--- src/rtl/invader_pkg.sv ---
// Geometry and state definitions for the invader formation, shared with the renderer.
package invader_pkg;

   localparam int unsigned COLS         = 10;
   localparam int unsigned ROWS         = 6;
   localparam int unsigned N_INV        = COLS * ROWS;
   localparam int unsigned H_DISPLAY    = 640;
   localparam int unsigned V_DISPLAY    = 480;
   localparam int unsigned X0           = 40;
   localparam int unsigned Y0           = 100;
   localparam int unsigned COL_PITCH    = 60;
   localparam int unsigned ROW_PITCH    = 50;
   localparam int unsigned INV_W        = 15;
   localparam int unsigned INV_H        = 10;
   localparam int unsigned STEP_X       = 4;
   localparam int unsigned STEP_Y       = 10;
   localparam int unsigned BOTTOM_LIMIT = 440;
   localparam int unsigned WAVE_MAX     = 15;

   typedef enum logic [1:0] {WAIT, SCAN, MOVE} form_state_e;

endpackage

--- src/rtl/formation_alive_reduce.sv ---
// Reduces the alive mask to per-column / per-row occupancy and the lowest occupied row.
module formation_alive_reduce
   import invader_pkg::*;
(
   input  logic [N_INV-1:0] alive,
   output logic [COLS-1:0]  col_alive_c,
   output logic [ROWS-1:0]  row_alive_c,
   output logic [2:0]       lowest_row_c
);

   logic [2:0] lr_chain [ROWS+1];

   for (genvar c = 0; c < COLS; c++) begin : g_col
      logic [ROWS-1:0] col_bits;
      for (genvar r = 0; r < ROWS; r++) begin : g_bit
         assign col_bits[r] = alive[r*COLS + c];
      end
      assign col_alive_c[c] = |col_bits;
   end

   // Later (lower on screen) occupied rows override earlier ones.
   assign lr_chain[0] = '0;
   for (genvar r = 0; r < ROWS; r++) begin : g_row
      assign row_alive_c[r]  = |alive[r*COLS +: COLS];
      assign lr_chain[r+1]   = row_alive_c[r] ? 3'(r) : lr_chain[r];
   end
   assign lowest_row_c = lr_chain[ROWS];

endmodule

--- src/rtl/invader_formation.sv ---
// Formation motion/state controller: marches the 10x6 grid once per period of frame ticks
// and clears invaders on kill requests.
module invader_formation
   import invader_pkg::*;
(
   input  logic             CLK,
   input  logic             SW1,
   input  logic             frame_tick,
   input  logic             kill_valid,
   input  logic [5:0]       kill_index,
   output logic             kill_ready,
   output logic [9:0]       form_x,
   output logic [9:0]       form_y,
   output logic [N_INV-1:0] alive,
   output logic             dir,
   output logic             step_pulse,
   output logic [3:0]       wave,
   output logic             game_over
);

   form_state_e state;
   logic [5:0]  alive_count;
   logic [3:0]  frame_cnt;
   logic        scan_pending;
   logic [3:0]  scan_idx;
   logic [3:0]  leftmost;
   logic [3:0]  rightmost;
   logic        found;

   logic [COLS-1:0] col_alive_c;
   logic [ROWS-1:0] row_alive_c;
   logic [2:0]      lowest_row_c;
   logic            kill_hit_c;
   logic [4:0]      period_c;
   logic            step_due_c;
   logic            right_hit_c;
   logic            left_hit_c;
   logic            edge_hit_c;
   logic [9:0]      new_y_c;
   logic            bottom_c;

   formation_alive_reduce u_reduce (
      .alive        (alive),
      .col_alive_c  (col_alive_c),
      .row_alive_c  (row_alive_c),
      .lowest_row_c (lowest_row_c)
   );

   assign kill_hit_c  = kill_valid && kill_ready && (kill_index < 6'(N_INV)) && alive[kill_index];
   assign period_c    = 5'(alive_count[5:2]) + 5'd1;
   assign step_due_c  = !((5'(frame_cnt) + 5'd1) < period_c);

   // Edge tests and bottom test on 11-bit intermediates.
   assign right_hit_c = !dir && ((11'(form_x) + 11'(rightmost) * 11'(COL_PITCH)
                                  + 11'(INV_W + STEP_X)) > 11'(H_DISPLAY));
   assign left_hit_c  = dir && ((11'(form_x) + 11'(leftmost) * 11'(COL_PITCH)) < 11'(STEP_X));
   assign edge_hit_c  = right_hit_c || left_hit_c;
   assign new_y_c     = edge_hit_c ? form_y + 10'(STEP_Y) : form_y;
   assign bottom_c    = (|row_alive_c) &&
                        ((11'(new_y_c) + 11'(lowest_row_c) * 11'(ROW_PITCH) + 11'(INV_H))
                         > 11'(BOTTOM_LIMIT));

   always_ff @(posedge CLK or posedge SW1) begin
      if (SW1) begin
         state        <= WAIT;
         form_x       <= 10'(X0);
         form_y       <= 10'(Y0);
         alive        <= '1;
         dir          <= 1'b0;
         wave         <= '0;
         game_over    <= 1'b0;
         step_pulse   <= 1'b0;
         kill_ready   <= 1'b1;
         alive_count  <= 6'(N_INV);
         frame_cnt    <= '0;
         scan_pending <= 1'b0;
         scan_idx     <= '0;
         leftmost     <= '0;
         rightmost    <= '0;
         found        <= 1'b0;
      end else begin
         step_pulse <= 1'b0;
         case (state)
            WAIT: begin
               if (kill_hit_c) begin
                  alive[kill_index] <= 1'b0;
                  alive_count       <= alive_count - 6'd1;
               end
               // The tick decision is taken on the pre-kill count; the scan starts next cycle.
               if (scan_pending) begin
                  scan_pending <= 1'b0;
                  state        <= SCAN;
                  kill_ready   <= 1'b0;
                  scan_idx     <= '0;
                  found        <= 1'b0;
                  leftmost     <= '0;
                  rightmost    <= '0;
               end else if (frame_tick && !game_over) begin
                  if (alive_count == '0) begin
                     form_x      <= 10'(X0);
                     form_y      <= 10'(Y0);
                     alive       <= '1;
                     alive_count <= 6'(N_INV);
                     dir         <= 1'b0;
                     frame_cnt   <= '0;
                     if (wave != 4'(WAVE_MAX)) wave <= wave + 4'd1;
                  end else if (!step_due_c) begin
                     frame_cnt <= frame_cnt + 4'd1;
                  end else begin
                     frame_cnt    <= '0;
                     scan_pending <= 1'b1;
                  end
               end
            end
            SCAN: begin
               if (col_alive_c[scan_idx]) begin
                  if (!found) leftmost <= scan_idx;
                  found     <= 1'b1;
                  rightmost <= scan_idx;
               end
               if (scan_idx == 4'(COLS - 1)) state <= MOVE;
               else scan_idx <= scan_idx + 4'd1;
            end
            MOVE: begin
               if (edge_hit_c) begin
                  form_y <= new_y_c;
                  dir    <= ~dir;
               end else begin
                  form_x <= dir ? form_x - 10'(STEP_X) : form_x + 10'(STEP_X);
               end
               if (bottom_c) game_over <= 1'b1;
               step_pulse <= 1'b1;
               kill_ready <= 1'b1;
               state      <= WAIT;
            end
            default: state <= WAIT;
         endcase
      end
   end

endmodule

--- config.mk ---
export PLATFORM = sky130hd
export DESIGN_NAME = invader_formation
export DESIGN_NICKNAME = d
export VERILOG_FILES = /design/src/rtl/invader_pkg.sv /design/src/rtl/formation_alive_reduce.sv /design/src/rtl/invader_formation.sv
export SDC_FILE = /design/constraint.sdc
export NUM_CORES = 1
export LEC_CHECK = 0
export BUFFER_PORTS_ARGS = -buffer_cell sky130_fd_sc_hd__buf_2
export CORE_ASPECT_RATIO = 1.2
export CORE_MARGIN = 2
export CORE_UTILIZATION = 53
export DETAILED_ROUTE_END_ITERATION = 6
export PLACE_DENSITY = 0.74
export SYNTH_ARGS = -nofsm -noshare
export SYNTH_HDL_FRONTEND = slang
export SYNTH_SLANG_ARGS = --single-unit
export TNS_END_PERCENT = 10
--- constraint.sdc ---
create_clock -name CLK -period 19.7 [get_ports CLK]
set_clock_uncertainty 0.1 [all_clocks]
set_input_delay 3.94 -clock CLK [delete_from_list [all_inputs] [get_ports CLK]]
set_output_delay 3.94 -clock CLK [all_outputs]
set_load 0.01 [all_outputs]
* Yosys cells after proc, flatten, opt, wreduce, memory -nomap -nowiden
Index checks and enable logic that the tools add are counted.
** Word-level totals
- Bits in registers :: 114
- Input port bits :: 10
- Output and inout port bits :: 88
- Word-level logic and storage cells :: 158
** Cells by class
- $add $sub $neg :: 14
- Multipliers :: 3
- $lt $le $gt $ge :: 8
- Eq/ne operators :: 14
- Multiplexer cells :: 58
- Bitwise gates (word level) :: 4
- Reduce and logical (&&, ||, !) cells :: 41
** Operators with widths (number)
- 60-bit 2-to-1 mux :: 4
- 10-bit 2-to-1 mux :: 10
- 60-bit AND :: 1
- 60-bit inverter :: 1
- 6-bit OR reduction :: 10
- 60-bit OR reduction :: 1
- 10-bit OR reduction :: 5
- 10-bit one-hot mux with 2 select lines :: 2
- 4-bit 2-to-1 mux :: 7
- 6-bit 2-to-1 mux :: 4
- 4-bit one-hot mux with 2 select lines :: 3
- 10-bit by 10-bit adder with 11-bit output :: 2
- 2-bit != test (second input constant) :: 10
- 4-bit by 4-bit multiplier with 8-bit output (second input constant) :: 2
- 1-bit 2-to-1 mux :: 15
- 5-bit AND reduction :: 3
- 4-bit by 1-bit adder with 4-bit output (second input constant) :: 3
- 3-bit 2-to-1 mux :: 4
- 10-bit by 9-bit adder with 11-bit output :: 1
- 11-bit by 4-bit adder with 11-bit output (second input constant) :: 1
- 11-bit by 5-bit adder with 11-bit output (second input constant) :: 1
- 11-bit by 10-bit greater-than comparator with 1-bit output (second input constant) :: 1
- 11-bit by 9-bit greater-than comparator with 1-bit output (second input constant) :: 1
- 11-bit by 3-bit < comparator with 1-bit output (second input constant) :: 1
- other kinds (31) :: 49

* Longest topological paths before layout
Gate-level depths: netlist (run 1).
- Depth after elaboration :: 12
- Gate-level depth with buffers :: 31

* Cells and area by module
A second synthesis (run 1) with hierarchy kept.
** Second synthesis, totals
- Cell total of the unflattened synthesis :: 886
- Area total of the unflattened synthesis :: 8290.5 um^2
** By module, submodules not included
- invader_formation :: times used 1, cells each 827, area an instance 7995.2 um^2, sequential area each 2865.2 um^2
- formation_alive_reduce :: times used 1, cells each 59, area an instance 295.3 um^2, sequential area each 0.0 um^2

* Least setup slack after synthesis (run 1)
Ideal clock, no wire load.
- Path kind :: register -> register
- Start :: reg rightmost[0]
- End :: reg game_over
- Arrival time :: 6.230 ns
- Slack :: 13.305 ns
- Cell stages (with the launch flop) :: 29
- Path buffers :: 1
- Path through :: dfrtp_1 > fa_1 > fa_1 > ha_1 > a21o_1 > a21oi_1 > xnor2_1 > ha_1 > ha_1 > or4_1 > o21ai_0 > a21oi_1 > mux2i_1 > o211ai_1 > clkbuf_1 > nand2_1 > o21ai_0 > ha_1 > ha_1 > inv_1 > fa_1 > nor2b_1 > o21ai_0 > a21boi_0 > o21ai_0 > a221oi_1 > nor3_1 > a211oi_1 > o22a_1
** Between the ends
- Cells in the longest elaborated chain, start to end :: 12
** RTL lines
- from (decl) :: RTL line invader_formation.sv:27 : logic [3:0] rightmost;
- from (signal assigned) :: RTL line invader_formation.sv:119 : rightmost <= scan_idx;
- 4-bit by 4-bit multiplier with 8-bit output :: RTL line invader_formation.sv:54 : assign right_hit_c = !dir && ((11'(form_x) + 11'(rightmost) * 11'(COL_PITCH)
- 10-bit by 10-bit adder with 11-bit output :: RTL line invader_formation.sv:54
- 11-bit by 5-bit adder with 11-bit output :: RTL line invader_formation.sv:55 : + 11'(INV_W + STEP_X)) > 11'(H_DISPLAY));
- 11-bit by 10-bit greater-than comparator with 1-bit output :: RTL line invader_formation.sv:55
- 1-bit logical AND :: RTL line invader_formation.sv:54
- 1-bit logical OR :: RTL line invader_formation.sv:57 : assign edge_hit_c = right_hit_c || left_hit_c;
- 10-bit 2-to-1 mux :: RTL line invader_formation.sv:58 : assign new_y_c = edge_hit_c ? form_y + 10'(STEP_Y) : form_y;
- 10-bit by 9-bit adder with 11-bit output :: RTL line invader_formation.sv:60 : ((11'(new_y_c) + 11'(lowest_row_c) * 11'(ROW_PITCH) + 11'(INV_H))
- 11-bit by 4-bit adder with 11-bit output :: RTL line invader_formation.sv:60
- 11-bit by 9-bit greater-than comparator with 1-bit output :: RTL line invader_formation.sv:61 : > 11'(BOTTOM_LIMIT));
- 1-bit logical AND :: RTL line invader_formation.sv:59 : assign bottom_c = (|row_alive_c) &&
- 2-bit AND reduction (no source line)
- to (signal assigned) :: RTL line invader_formation.sv:71 : game_over <= 1'b0;
- to (signal assigned) :: RTL line invader_formation.sv:131 : if (bottom_c) game_over <= 1'b1;
- to (decl) :: RTL line invader_formation.sv:18 : output logic game_over
No other way between the ends.
A chain may end at the register's enable or synchronous reset.

* Final worst setup path (run 1)
- Start :: in kill_index[1]
- End :: reg alive[32]
** Between the ends
- Cells in the longest elaborated chain, start to end :: 10
- Elaborated cells on any way between the ends :: 16
- Classes of those cells :: order compare (3); mux (8); bitwise (2); reduce/logical (3)
** RTL lines
- from (decl) :: RTL line invader_formation.sv:10 : input logic [5:0] kill_index,
- 6-bit by 7-bit < comparator with 1-bit output (implied by the code) or 6-bit by 1-bit >= comparator with 1-bit output (tied branches) :: RTL line invader_formation.sv:86 : alive[kill_index] <= 1'b0;
- 1-bit logical AND (implied by the code) :: RTL line invader_formation.sv:86
- 1-bit 2-to-1 mux (implied by the code) :: RTL line invader_formation.sv:86
- 1-bit demux with 6-bit select :: RTL line invader_formation.sv:86
- 60-bit inverter (no source line)
- 60-bit AND (no source line)
- 60-bit 2-to-1 mux (*) :: RTL line invader_formation.sv:85 : if (kill_hit_c) begin
- 60-bit 2-to-1 mux :: RTL line invader_formation.sv:99 : if (alive_count == '0) begin
- 60-bit 2-to-1 mux :: RTL line invader_formation.sv:98 : end else if (frame_tick && !game_over) begin
- 60-bit 2-to-1 mux (*) :: RTL line invader_formation.sv:90 : if (scan_pending) begin
- to (signal assigned) :: RTL line invader_formation.sv:68 : alive <= '1;
- to (signal, indexed assignment) :: RTL line invader_formation.sv:86
- to (signal assigned) :: RTL line invader_formation.sv:102 : alive <= '1;
- to (decl) :: RTL line invader_formation.sv:14 : output logic [N_INV-1:0] alive,
Every way passes the cells marked *; elsewhere a longest branch is shown, timed or not. The select of a mux whose other input is x is not followed.

==> results of run 1 <==
==> cell families (layout without fill, tap and decap cells) <==
kind of cell	Yosys count	count (layout)	share of synthesized area (%)
other	1	3	0.04688
AOI/OAI and AO/OA	204	204	17.16
buffers and inverters	109	187	5.850
DFF	111	111	35.82
adders and majority gates	95	95	16.08
xor gates and xnor gates	33	33	3.613
and+or+nand+nor	289	289	17.83
muxes	21	21	3.598
==> per-layer routing <==
layer	global-route usage, %	part of all wire (%)	vias up
met2	45.21	47	348
li1	-	-	3247
met3	5.463	8.0	84
met1	36.36	40	3314
met5	0	0	-
met4	13.53	4.7	0
==> critical path: stages <==
cell and delay (ns):
sky130_fd_sc_hd__buf_2 0.48, sky130_fd_sc_hd__mux2_2 0.40, sky130_fd_sc_hd__a221oi_1 0.24, sky130_fd_sc_hd__o22ai_1 0.12, sky130_fd_sc_hd__a221o_1 0.42, sky130_fd_sc_hd__o31ai_4 0.71
sky130_fd_sc_hd__or3_1 0.44, sky130_fd_sc_hd__nor2_2 0.14, sky130_fd_sc_hd__a21oi_1 0.20
==> power by group <==
group / internal (mW) / switching (mW) / total (mW)
Combinational: 0.474 / 0.557 / 1.03
Sequential: 0.384 / 0.199 / 0.583
Clock: 0.0904 / 0.0980 / 0.188
Total: 0.948 / 0.854 / 1.80
==> state kept, by name, indices dropped and copies added (netlist names), 2 cells and up <==
name	flops
alive_count	6
scan_idx	4
form_y	9
wave	4
state	2
form_x	8
alive	60
rightmost	4
frame_cnt	4
leftmost	4
==> layout by cell type (no fill, tap or decap), types with 4 or more instances in the layout <==
| cell | Yosys | layout |
|---|---|---|
| sky130_fd_sc_hd__mux2i_1 | 7 | 7 |
| sky130_fd_sc_hd__buf_2 | 5 | 94 |
| sky130_fd_sc_hd__nor4_1 | 25 | 25 |
| sky130_fd_sc_hd__a31oi_1 | 13 | 13 |
| sky130_fd_sc_hd__o32a_1 | 4 | 4 |
| sky130_fd_sc_hd__a221oi_1 | 8 | 8 |
| sky130_fd_sc_hd__nor2_1 | 82 | 82 |
| sky130_fd_sc_hd__nor3_1 | 28 | 28 |
| sky130_fd_sc_hd__nand3_1 | 22 | 22 |
| sky130_fd_sc_hd__o22a_1 | 5 | 5 |
| sky130_fd_sc_hd__o211ai_1 | 7 | 7 |
| sky130_fd_sc_hd__clkbuf_16 | 0 | 9 |
| sky130_fd_sc_hd__o21bai_1 | 4 | 4 |
| sky130_fd_sc_hd__o21a_1 | 5 | 5 |
| sky130_fd_sc_hd__ha_1 | 82 | 82 |
| sky130_fd_sc_hd__o31ai_1 | 10 | 10 |
| sky130_fd_sc_hd__nand2_1 | 70 | 70 |
| sky130_fd_sc_hd__a22o_1 | 12 | 12 |
| sky130_fd_sc_hd__and3_1 | 10 | 9 |
| sky130_fd_sc_hd__dfstp_2 | 70 | 70 |
| sky130_fd_sc_hd__nand2b_1 | 6 | 6 |
| sky130_fd_sc_hd__mux2_2 | 7 | 7 |
| sky130_fd_sc_hd__nand3b_1 | 4 | 4 |
| sky130_fd_sc_hd__a211oi_1 | 6 | 6 |
| sky130_fd_sc_hd__dfrtp_1 | 41 | 41 |
| sky130_fd_sc_hd__xor2_1 | 4 | 4 |
| sky130_fd_sc_hd__a21o_1 | 10 | 10 |
| sky130_fd_sc_hd__or4_1 | 8 | 8 |
| sky130_fd_sc_hd__fa_1 | 13 | 13 |
| sky130_fd_sc_hd__o21ai_0 | 40 | 40 |
| sky130_fd_sc_hd__inv_1 | 72 | 71 |
| sky130_fd_sc_hd__mux4_2 | 4 | 4 |
| sky130_fd_sc_hd__and2_1 | 4 | 4 |
| sky130_fd_sc_hd__xnor2_1 | 29 | 29 |
| sky130_fd_sc_hd__a21oi_1 | 54 | 54 |
| sky130_fd_sc_hd__nor2b_1 | 6 | 6 |
| sky130_fd_sc_hd__or2_2 | 4 | 4 |
| sky130_fd_sc_hd__buf_4 | 6 | 4 |
| sky130_fd_sc_hd__nand4_1 | 6 | 6 |
==> worst paths after layout <==
kind                                    start     endpoint  slack [ns]  depth (start not counted)
worst max register to register   rightmost[2]    game_over       12.97                         30
min in group asynchronous                 SW1    form_y[8]        3.52                          2
worst max-delay path            kill_index[1]    alive[32]       12.78                          9
max in group asynchronous                 SW1  scan_idx[2]       14.74                          3
worst min-delay path                  wave[0]      wave[0]        0.43                          1
worst min register to register        wave[0]      wave[0]        0.43                          1
==> area by class of cell <==
cell class	instances	area, um^2
repair buffers	98	500.5
multi-input cells	645	4674
inverters	73	276.5
well taps	204	255.2
flip-flops and latches	111	2865
clock inverters	7	73.82
clock buffers	9	225.2
fillers	1319	6027
==> stage by stage <==
stage	setup slack, ns	total power [mW]	instance area, um^2	hold WS (ns)	instances
global route	12.35	1.964	8871	0.4509	1147
CTS	12.84	1.798	8871	0.4303	1147
finish	12.78	1.802	8871	0.4272	1147
global placement	12.51	1.564	8572	0.3972	1131
floorplan	12.85	1.283	8006	0.3735	865
detailed placement	12.45	1.601	8572	0.4146	1131
==> qor.csv, run 1 <==
stage,metric,value,unit
clock_tree,htreeDepth,3,
yosys,synth_cell_types,72,
yosys,synth_largest_area_cell,sky130_fd_sc_hd__dfstp_2,
power_and_ir_drop,peak_supply_drop,0.1150,mV
route,detailroute.via_count,6993,
power_and_ir_drop,power.static_leakage,4.153,nW
setup_path,worstSetupEndpointType,flop,
layout,area_growth_syn_to_layout,10.90,%
sta,post_route_fraction_of_the_period_consumed_by_the_critical_path,35.12,%
global_route,global_route_wire_length_before_repair,35.36,mm
yosys,synthCells,863,
yosys,yosysWarnings,0,
clock_tree,tritoncts_num_sinks,111,
route,postRouteWirelength,22.04,mm
sta,slew_worst_pin,1.157,ns
setup_path,cp-start-kind,input pin,
route,detailedRoute.firstPassIterationCount,7,
layout,insertedDiodeCount,0,
floorplan,ports_placed_on_the_boundary,98,
layout,final_layout_size_suffix_gt1_share,22.59,%
global_route,grt_max_degree,69,
floorplan,chipHeight,138.6,um
global_route,number_of_global_route_vias_before_repair,6697,
place,portBuffers,94,
floorplan,die_area,0.01609,mm^2
clock_tree,post_cts_hold_buffer_count,0,
yosys,per_instance_average_area_after_synthesis,9.269,um^2
setup_path,crit_arrival,7.10,ns
yosys,synth.top_cells.by_count,"sky130_fd_sc_hd__ha_1 (82), sky130_fd_sc_hd__nor2_1 (82), sky130_fd_sc_hd__inv_1 (72)",
sta,timing_max_transition_violations_final,0,
route,wire_per_inst,19.22,um
sta,final_period_minus_worst_setup_slack,6.918,ns
setup_path,startpoint_to_endpoint_class_of_the_critical_path,in -> reg,
sta,slew_headroom,22.27,%
floorplan,floorplan.rows,49,
yosys,synth.cell_area,0.007999,mm^2
yosys,synth-seq-area-share,35.82,%
sta,timing.final.hold_violations,0,
clock_tree,post_cts_resize_count,0,
setup_path,timing.critical_path.required,19.88,ns
run,max_cap_violations,0,
clock_tree,clk_path_buf_depth,2,
yosys,synthDominantCellAreaShare,22.99,%
outcome,run_status,"complete, no violations",
clock_tree,cts_root_buf,sky130_fd_sc_hd__clkbuf_16,
sta,finalSetupTns,0,ns
place,dpl_wire_length,16.05,mm
yosys,ys_top_cells_by_area,"sky130_fd_sc_hd__dfstp_2 (23%), sky130_fd_sc_hd__dfrtp_1 (13%), sky130_fd_sc_hd__ha_1 (13%)",
place,place.gp.congestion,1.011,
sta,timing.fmax,144.5,MHz
floorplan,placeableCoreArea,0.01490,mm^2
yosys,postSynth.asyncResetShare,100.0,%
route,drt-initial-drc-count,459,
global_route,grt_usage,28.16,%
clock_tree,clk_pin_slew_worst_paths,0.08,ns
layout,design.final.nets,1043,
global_route,global_route.overflow_total,0,
route,drc_errors,0,
worst_hold_path,min_path_type,reg -> reg,
layout,post-route-util,59.54,%
setup_path,critical_path.max_fanout,32,
yosys,synth_ff_type,sky130_fd_sc_hd__dfstp_2,
route,ant_nets,0,
clock_tree,cts-buffers-inserted,9,
sta,grt_setup_unrepaired,false,
yosys,postSynthRegisterBits,111,
clock_tree,cts_setup_buffers,0,
floorplan,die_w,116.1,um
route,post_drt_via_cell_ratio,6.097,
global_route,initial_antenna_violation_count,0,
power_and_ir_drop,power-per-cell-area,203.1,mW/mm^2
floorplan,initial_utilization,53.69,%
clock_tree,cts_tree,done,
yosys,synth-edff-count,0,
sta,setup_viol,0,
clock_tree,clk-insertion-delay-late,0.37,ns
(Power assumes the default switching activity.)
==> run 2: changes to the inputs <==
Clock period 19.7 ns to 6.91 ns, I/O delays scaled along.
==> run 2 against run 1 <==
Net effect:
- clock power grew to 2.9 times the previous value
- critical path depth grew 20
- die area is the same
- first-iteration DRC count grew 28%
- worst hold slack lost 0.0081 ns
- total power grew to 2.9 times the previous value
- routed wire length grew 0.59%
- flip-flop and latch count is the same
- core utilization grew 0.35 points
- combinational power grew to 2.9 times the previous value
- register-to-register slack lost 13 ns
- critical path type is now reg -> reg
- cell area grew 0.59%
==> qor.csv, run 2 (same netlist as run 1, synthesis figures left out) <==
stage,metric,value,unit,change
floorplan,chipHeight,138.6,um,unchanged
floorplan,die_w,116.1,um,unchanged
clock_tree,htreeDepth,3,,unchanged
setup_path,worst_path_most_repeated_cell,sky130_fd_sc_hd__ha_1,,
sta,hold_ws,0.4191,ns,-0.008136 ns
floorplan,initial_utilization,53.69,%,unchanged
sta,grt_setup_unrepaired,false,,
outcome,run_status,"complete, no violations",,
route,detailedRoute.firstPassIterationCount,5,,-2
layout,post-route-util,59.90,%,+0.35 points
setup_path,cp-start-kind,flop,,
layout,final_cell_mix,"sky130_fd_sc_hd__buf_2 (94), sky130_fd_sc_hd__nor2_1 (82), sky130_fd_sc_hd__ha_1 (82)",,
clock_tree,tritoncts_num_sinks,111,,unchanged
setup_path,worstReg2RegStart,rightmost[2],,
worst_hold_path,worst_hold_path_startpoint,wave[0],,
global_route,initial_antenna_violation_count,0,,unchanged
place,place.gp.congestion,0.9511,,-5.9%
worst_hold_path,holdPathEnd,wave[0],,
floorplan,die_area,0.01609,mm^2,unchanged
sta,timing.fmax,154.2,MHz,
route,detailroute.via_count,7048,,+0.79%
layout,design.final.nets,1048,,+0.48%
setup_path,startpoint_to_endpoint_class_of_the_critical_path,reg -> reg,,
setup_path,critical_path.max_stage_delay,0.59,ns,-0.12 ns
route,postRouteWirelength,22.18,mm,+0.59%
setup_path,timing.critical_path.required,7.12,ns,-12.76 ns
clock_tree,post_cts_hold_buffer_count,0,,unchanged
route,wire_per_inst,19.25,um,+0.16%
setup_path,crit_arrival,6.70,ns,-0.40 ns
setup_path,reg2reg_to,game_over,,
layout,layout.area.seq,0.002867,mm^2,about the same
worst_hold_path,worstHoldPathCells,1,,unchanged
layout,max_reg_flops,60,,unchanged
layout,area_growth_syn_to_layout,11.56,%,
global_route,global_route_wire_length_before_repair,35.43,mm,+0.21%
setup_path,critical_path.max_fanout,5,,-84%
route,post_drt_via_cell_ratio,6.118,,+0.35%
sta,setup_viol,0,,unchanged
sta,post_route_fraction_of_the_period_consumed_by_the_critical_path,93.85,%,
clock_tree,cts-buffers-inserted,9,,unchanged
place,portBuffers,94,,unchanged
worst_hold_path,min_path_type,reg -> reg,,
layout,layout_commonest_cell,sky130_fd_sc_hd__buf_2,,
clock_tree,cts_tree,done,,
global_route,number_of_global_route_vias_before_repair,6793,,+1.4%
layout,insertedDiodeCount,0,,unchanged
sta,slew_headroom,30.00,%,+7.7 points
sta,timing_max_transition_violations_final,0,,unchanged
sta,finalSetupTns,0,ns,unchanged
power_and_ir_drop,peak_supply_drop,0.3118,mV,+170%
route,ant_nets,0,,unchanged
setup_path,worstSetupEndpointType,flop,,
power_and_ir_drop,power.static_leakage,4.176,nW,+0.55%
layout,largest_registers_in_the_final_layout,"alive: 60 flops, form_y: 9 flops, form_x: 8 flops",,
route,drt-initial-drc-count,589,,+28%
clock_tree,clk_pin_slew_worst_paths,0.08,ns,about the same
sta,timing.final.hold_violations,0,,unchanged
run,max_cap_violations,0,,unchanged
setup_path,critical_path.top_delay_family,adder cells,,
floorplan,ports_placed_on_the_boundary,98,,unchanged
floorplan,placeableCoreArea,0.01490,mm^2,unchanged
sta,slew_worst_pin,1.042,ns,-0.1151 ns
route,drc_errors,0,,unchanged
global_route,global_route.overflow_total,0,,unchanged
sta,final_period_minus_worst_setup_slack,6.485,ns,
setup_path,worst-r2r-cell-count,29,,-3.3%
place,dpl_wire_length,16.03,mm,-0.13%
setup_path,worstPathBufferInverterCount,1,,unchanged
clock_tree,clk_path_buf_depth,2,,unchanged
layout,fillerInstances,1327,,+0.61%
global_route,grt_usage,28.21,%,+0.055 points
setup_path,cp_slowest_cell,sky130_fd_sc_hd__fa_1,,
global_route,grt_max_degree,70,,+1.4%
floorplan,floorplan.rows,49,,unchanged
power_and_ir_drop,power-per-cell-area,580.2,mW/mm^2,+190%
clock_tree,clk-insertion-delay-late,0.37,ns,about the same
layout,final_layout_size_suffix_gt1_share,23.42,%,+0.83 points
setup_path,timing.critical_path.depth,29,,+20
layout,registers.top_by_ff_count,alive,,
setup_path,rrSetupSlack,0.43,ns,-12.54 ns
layout,multiInputGateArea,0.004687,mm^2,+0.27%
clock_tree,cts_root_buf,sky130_fd_sc_hd__clkbuf_16,,
-- run 2: changes by cell type in the layout (fill, tap and decap cells not counted), sizes merged --
| cell | change |
|---|---|
| buf | +5 |
| clkinvlp | +1 |
| clkinv | -1 |
-- run 2: how the worst max path moves through the flow --
stage                            start   endpoint  slack [ns]
final                     rightmost[2]  game_over        0.43
after detailed placement  rightmost[0]  game_over        0.36
after global placement    rightmost[0]  game_over        0.46
after floorplan           rightmost[0]  game_over        0.52
after global routing      rightmost[2]  game_over        0.03
after CTS                 rightmost[0]  game_over        0.31
-- run 2: per-layer routing --
| metal | vias to the layer above | GRT usage, % | routed length (um) |
|---|---|---|---|
| li1 | 3264 | - | - |
| met3 | 88 | 6.163 | 1742 |
| met4 | 0 | 14.66 | 1123 |
| met1 | 3341 | 36.07 | 8767 |
| met5 | - | 0 | 0 |
| met2 | 355 | 44.63 | 10540 |
-- run 2: metrics by stage --
| step | setup slack, ns | cell area (um^2) | instances | total power, mW |
|---|---|---|---|---|
| floorplan | 0.5155 | 8006 | 865 | 3.659 |
| global placement | 0.4618 | 8572 | 1131 | 4.445 |
| detailed placement | 0.3624 | 8572 | 1131 | 4.533 |
| CTS | 0.3081 | 8872 | 1147 | 5.101 |
| global route | 0.02807 | 8924 | 1152 | 5.650 |
| finish | 0.4252 | 8924 | 1152 | 5.177 |
-- run 2: where the power goes --
part | internal, mW | switching (mW) | total, mW | leakage [nW]
clock network | 0.258 | 0.282 | 0.540 | 0.145
logic | 1.39 | 1.60 | 2.99 | 2.80
registers | 1.10 | 0.553 | 1.65 | 1.23
-- run 2: layout make-up --
cell class              instances  share of cell area, %
multi-input cells             645                  52.52
flip-flops and latches        111                  32.12
repair buffers                103                  6.029
inverters                      73                  3.099
well taps                     204                  2.860
clock buffers                   9                  2.524
clock inverters                 7                 0.8413
-- run 2: timing repair --
action / 4_1_cts / 5_1_grt
hold endpoints to repair: 0 / 0
setup buffers: 0 / 5
endpoints found under the setup margin: 0 / 1
resized for setup: 0 / 7
==> run 3: changes to the inputs <==
Settings changed: CORE_UTILIZATION 53 to 52, PLACE_DENSITY 0.74 to 0.73.
==> run 3 against run 2 <==
Net effect:
- flip-flop and latch count is the same
- fmax barely moved
- combinational power about the same
- core utilization is 0.55 points lower
- largest power group unchanged
==> qor.csv, run 3 (same netlist as run 1, synthesis figures left out) <==
stage,metric,value,unit,change
outcome,run_status,"complete, no violations",,
sta,timing.fmax,154.3,MHz,about the same
sta,timing_max_transition_violations_final,0,,unchanged
floorplan,ports_placed_on_the_boundary,98,,unchanged
global_route,global_route_wire_length_before_repair,35.61,mm,+0.51%
place,place.gp.congestion,0.9942,,+4.5%
setup_path,timing.critical_path.required,7.08,ns,-0.04 ns
setup_path,critical_path.max_stage_delay,0.58,ns,about the same
power_and_ir_drop,peak_supply_drop,0.3458,mV,+11%
sta,timing.final.hold_violations,0,,unchanged
sta,final_period_minus_worst_setup_slack,6.482,ns,-0.002377 ns
sta,finalSetupTns,0,ns,unchanged
global_route,grt_max_degree,78,,+11%
floorplan,initial_utilization,53.25,%,-0.44 points
layout,layout_commonest_cell,sky130_fd_sc_hd__buf_2,,
layout,final_cell_count_no_fill,1149,,-0.26%
route,ant_nets,0,,unchanged
setup_path,crit_arrival,6.65,ns,-0.05 ns
clock_tree,clk_pin_slew_worst_paths,0.09,ns,about the same
floorplan,die_w,117.2,um,+0.93%
layout,largest_registers_in_the_final_layout,"alive: 60 flops, form_y: 9 flops, form_x: 8 flops",,
global_route,grt_usage,28.05,%,-0.16 points
power_and_ir_drop,power.share.switching,47.23,%,+0.16 points
sta,slew_headroom,23.41,%,-6.6 points
global_route,grtUsageMet1,35.49,%,-0.58 points
worst_hold_path,min_path_type,reg -> reg,,
setup_path,worst_path_most_repeated_cell,sky130_fd_sc_hd__ha_1,,
sta,grt_setup_unrepaired,false,,
route,detailedRoute.firstPassIterationCount,5,,unchanged
route,post_drt_via_cell_ratio,5.990,,-2.1%
power_and_ir_drop,internal_power,2.739,mW,about the same
layout,design.final.nets,1045,,-0.29%
route,detailroute.via_count,6883,,-2.3%
layout,fillerInstances,1352,,+1.9%
setup_path,cp_slowest_cell,sky130_fd_sc_hd__fa_1,,
global_route,global_route.overflow_total,0,,unchanged
route,drc_errors,0,,unchanged
setup_path,cp-start-kind,flop,,
power_and_ir_drop,power.static_leakage,4.157,nW,-0.45%
route,postRouteWirelength,22.06,mm,-0.50%
run,max_cap_violations,0,,unchanged
power_and_ir_drop,switchingPower,2.452,mW,+0.60%
floorplan,floorplan.rows,49,,unchanged
global_route,grt_busiest_layer,met2,,
layout,registers.top_by_ff_count,alive,,
sta,setup_viol,0,,unchanged
place,portBuffers,94,,unchanged
clock_tree,post_cts_hold_buffer_count,0,,unchanged
global_route,initial_antenna_violation_count,0,,unchanged
clock_tree,htreeDepth,3,,unchanged
power_and_ir_drop,power-per-cell-area,582.2,mW/mm^2,+0.35%
floorplan,chipHeight,139.9,um,+0.93%
clock_tree,clk-insertion-delay-late,0.37,ns,about the same
global_route,globalRouteMet2Util,45.67,%,+1.0 points
clock_tree,clk_path_buf_depth,2,,unchanged
setup_path,worstPathBufferInverterCount,1,,unchanged
global_route,number_of_global_route_vias_before_repair,6669,,-1.8%
setup_path,critical_path.max_fanout,5,,unchanged
layout,max_reg_flops,60,,unchanged
clock_tree,cts-buffers-inserted,9,,unchanged
layout,final_cell_mix,"sky130_fd_sc_hd__buf_2 (94), sky130_fd_sc_hd__nor2_1 (82), sky130_fd_sc_hd__ha_1 (81)",,
sta,post_route_fraction_of_the_period_consumed_by_the_critical_path,93.81,%,about the same
clock_tree,cts_root_buf,sky130_fd_sc_hd__clkbuf_16,,
power_and_ir_drop,pwr-share-comb,58.3,%,+0.6 points
clock_tree,tritoncts_num_sinks,111,,unchanged
setup_path,rrSetupSlack,0.43,ns,about the same
power_and_ir_drop,clockPowerShare,10.0,%,-0.4 points
layout,insertedDiodeCount,0,,unchanged
global_route,globalRouteMet3Util,6.577,%,+0.41 points
setup_path,worstSetupEndpointType,flop,,
setup_path,startpoint_to_endpoint_class_of_the_critical_path,reg -> reg,,
sta,slew_worst_pin,1.140,ns,+0.09817 ns
layout,final_layout_size_suffix_gt1_share,23.92,%,+0.50 points
route,wire_per_inst,19.20,um,-0.24%
place,dpl_wire_length,16.05,mm,+0.14%
setup_path,critical_path.top_delay_family,adder cells,,
floorplan,placeableCoreArea,0.01502,mm^2,+0.82%
floorplan,die_area,0.01640,mm^2,+1.9%
clock_tree,cts_tree,done,,
place,post-place-cells,1131,,unchanged
power_and_ir_drop,seq_power_share,31.7,%,about the same
layout,area_growth_syn_to_layout,11.45,%,about the same
route,drt-initial-drc-count,478,,-19%
power_and_ir_drop,totalPowerFinal,5.190,mW,+0.25%
==> run 3: changes by cell type in the layout (fill, tap and decap cells not counted), sizes merged <==
cell,previous run,this run
clkinv,3,5
buf,103,100
inv,76,75
clkinvlp,1,0
==> run 3: repair_timing <==
action,CTS,global route
endpoints found under the setup margin,0,1
buffers inserted,0,2
gates resized for setup,0,15
==> run 3: cell type report <==
cell class	count	area [um^2]	share of cell area, %
Tap cell	204	255.2	2.863
Clock inverter	7	63.81	0.7158
Timing Repair Buffer	100	515.5	5.782
Inverter	73	276.5	3.102
Multi-Input combinational cell	645	4710	52.83
Clock buffer	9	225.2	2.526
Sequential cell	111	2869	32.18
==> run 3: per-layer routing <==
layer / routed length (um) / part of all wire [%] / vias to the layer above
met5: 0 / 0 / -
met2: 10540 / 48 / 320
met3: 1731 / 7.8 / 76
li1: - / - / 3257
met1: 8869 / 40 / 3230
met4: 920 / 4.2 / 0
==> run 3: power groups by stage <==
stage,registers [mW],logic [mW],clock network [mW]
floorplan,1.50,2.15,0
CTS,1.62,2.94,0.527
global placement,1.62,2.83,0
detailed placement,1.62,2.91,0
finish,1.64,3.02,0.522
global route,1.67,3.46,0.554
==> run 3: final timing paths <==
kind,from,to,depth (start not counted)
worst max-delay path,rightmost[2],game_over,27
worst min-delay path,wave[0],wave[0],1
worst max register to register,rightmost[2],game_over,27
worst min register to register,wave[0],wave[0],1
max in group asynchronous,SW1,rightmost[2],3
min in group asynchronous,SW1,form_y[9],2
==> run 3: through the flow <==
stage | area [um^2] | hold slack, ns | util, % | worst slack, ns
3_3_place_gp | 8572 | 0.3885 | 57.07 | 0.4565
5_1_grt | 8915 | 0.4434 | 59.35 | 0.006633
2_1_floorplan | 8006 | 0.3735 | - | 0.5155
4_1_cts | 8861 | 0.4210 | 58.99 | 0.1828
6_report | 8915 | 0.4138 | 59.35 | 0.4275
3_5_place_dp | 8572 | 0.4043 | 57.07 | 0.1925
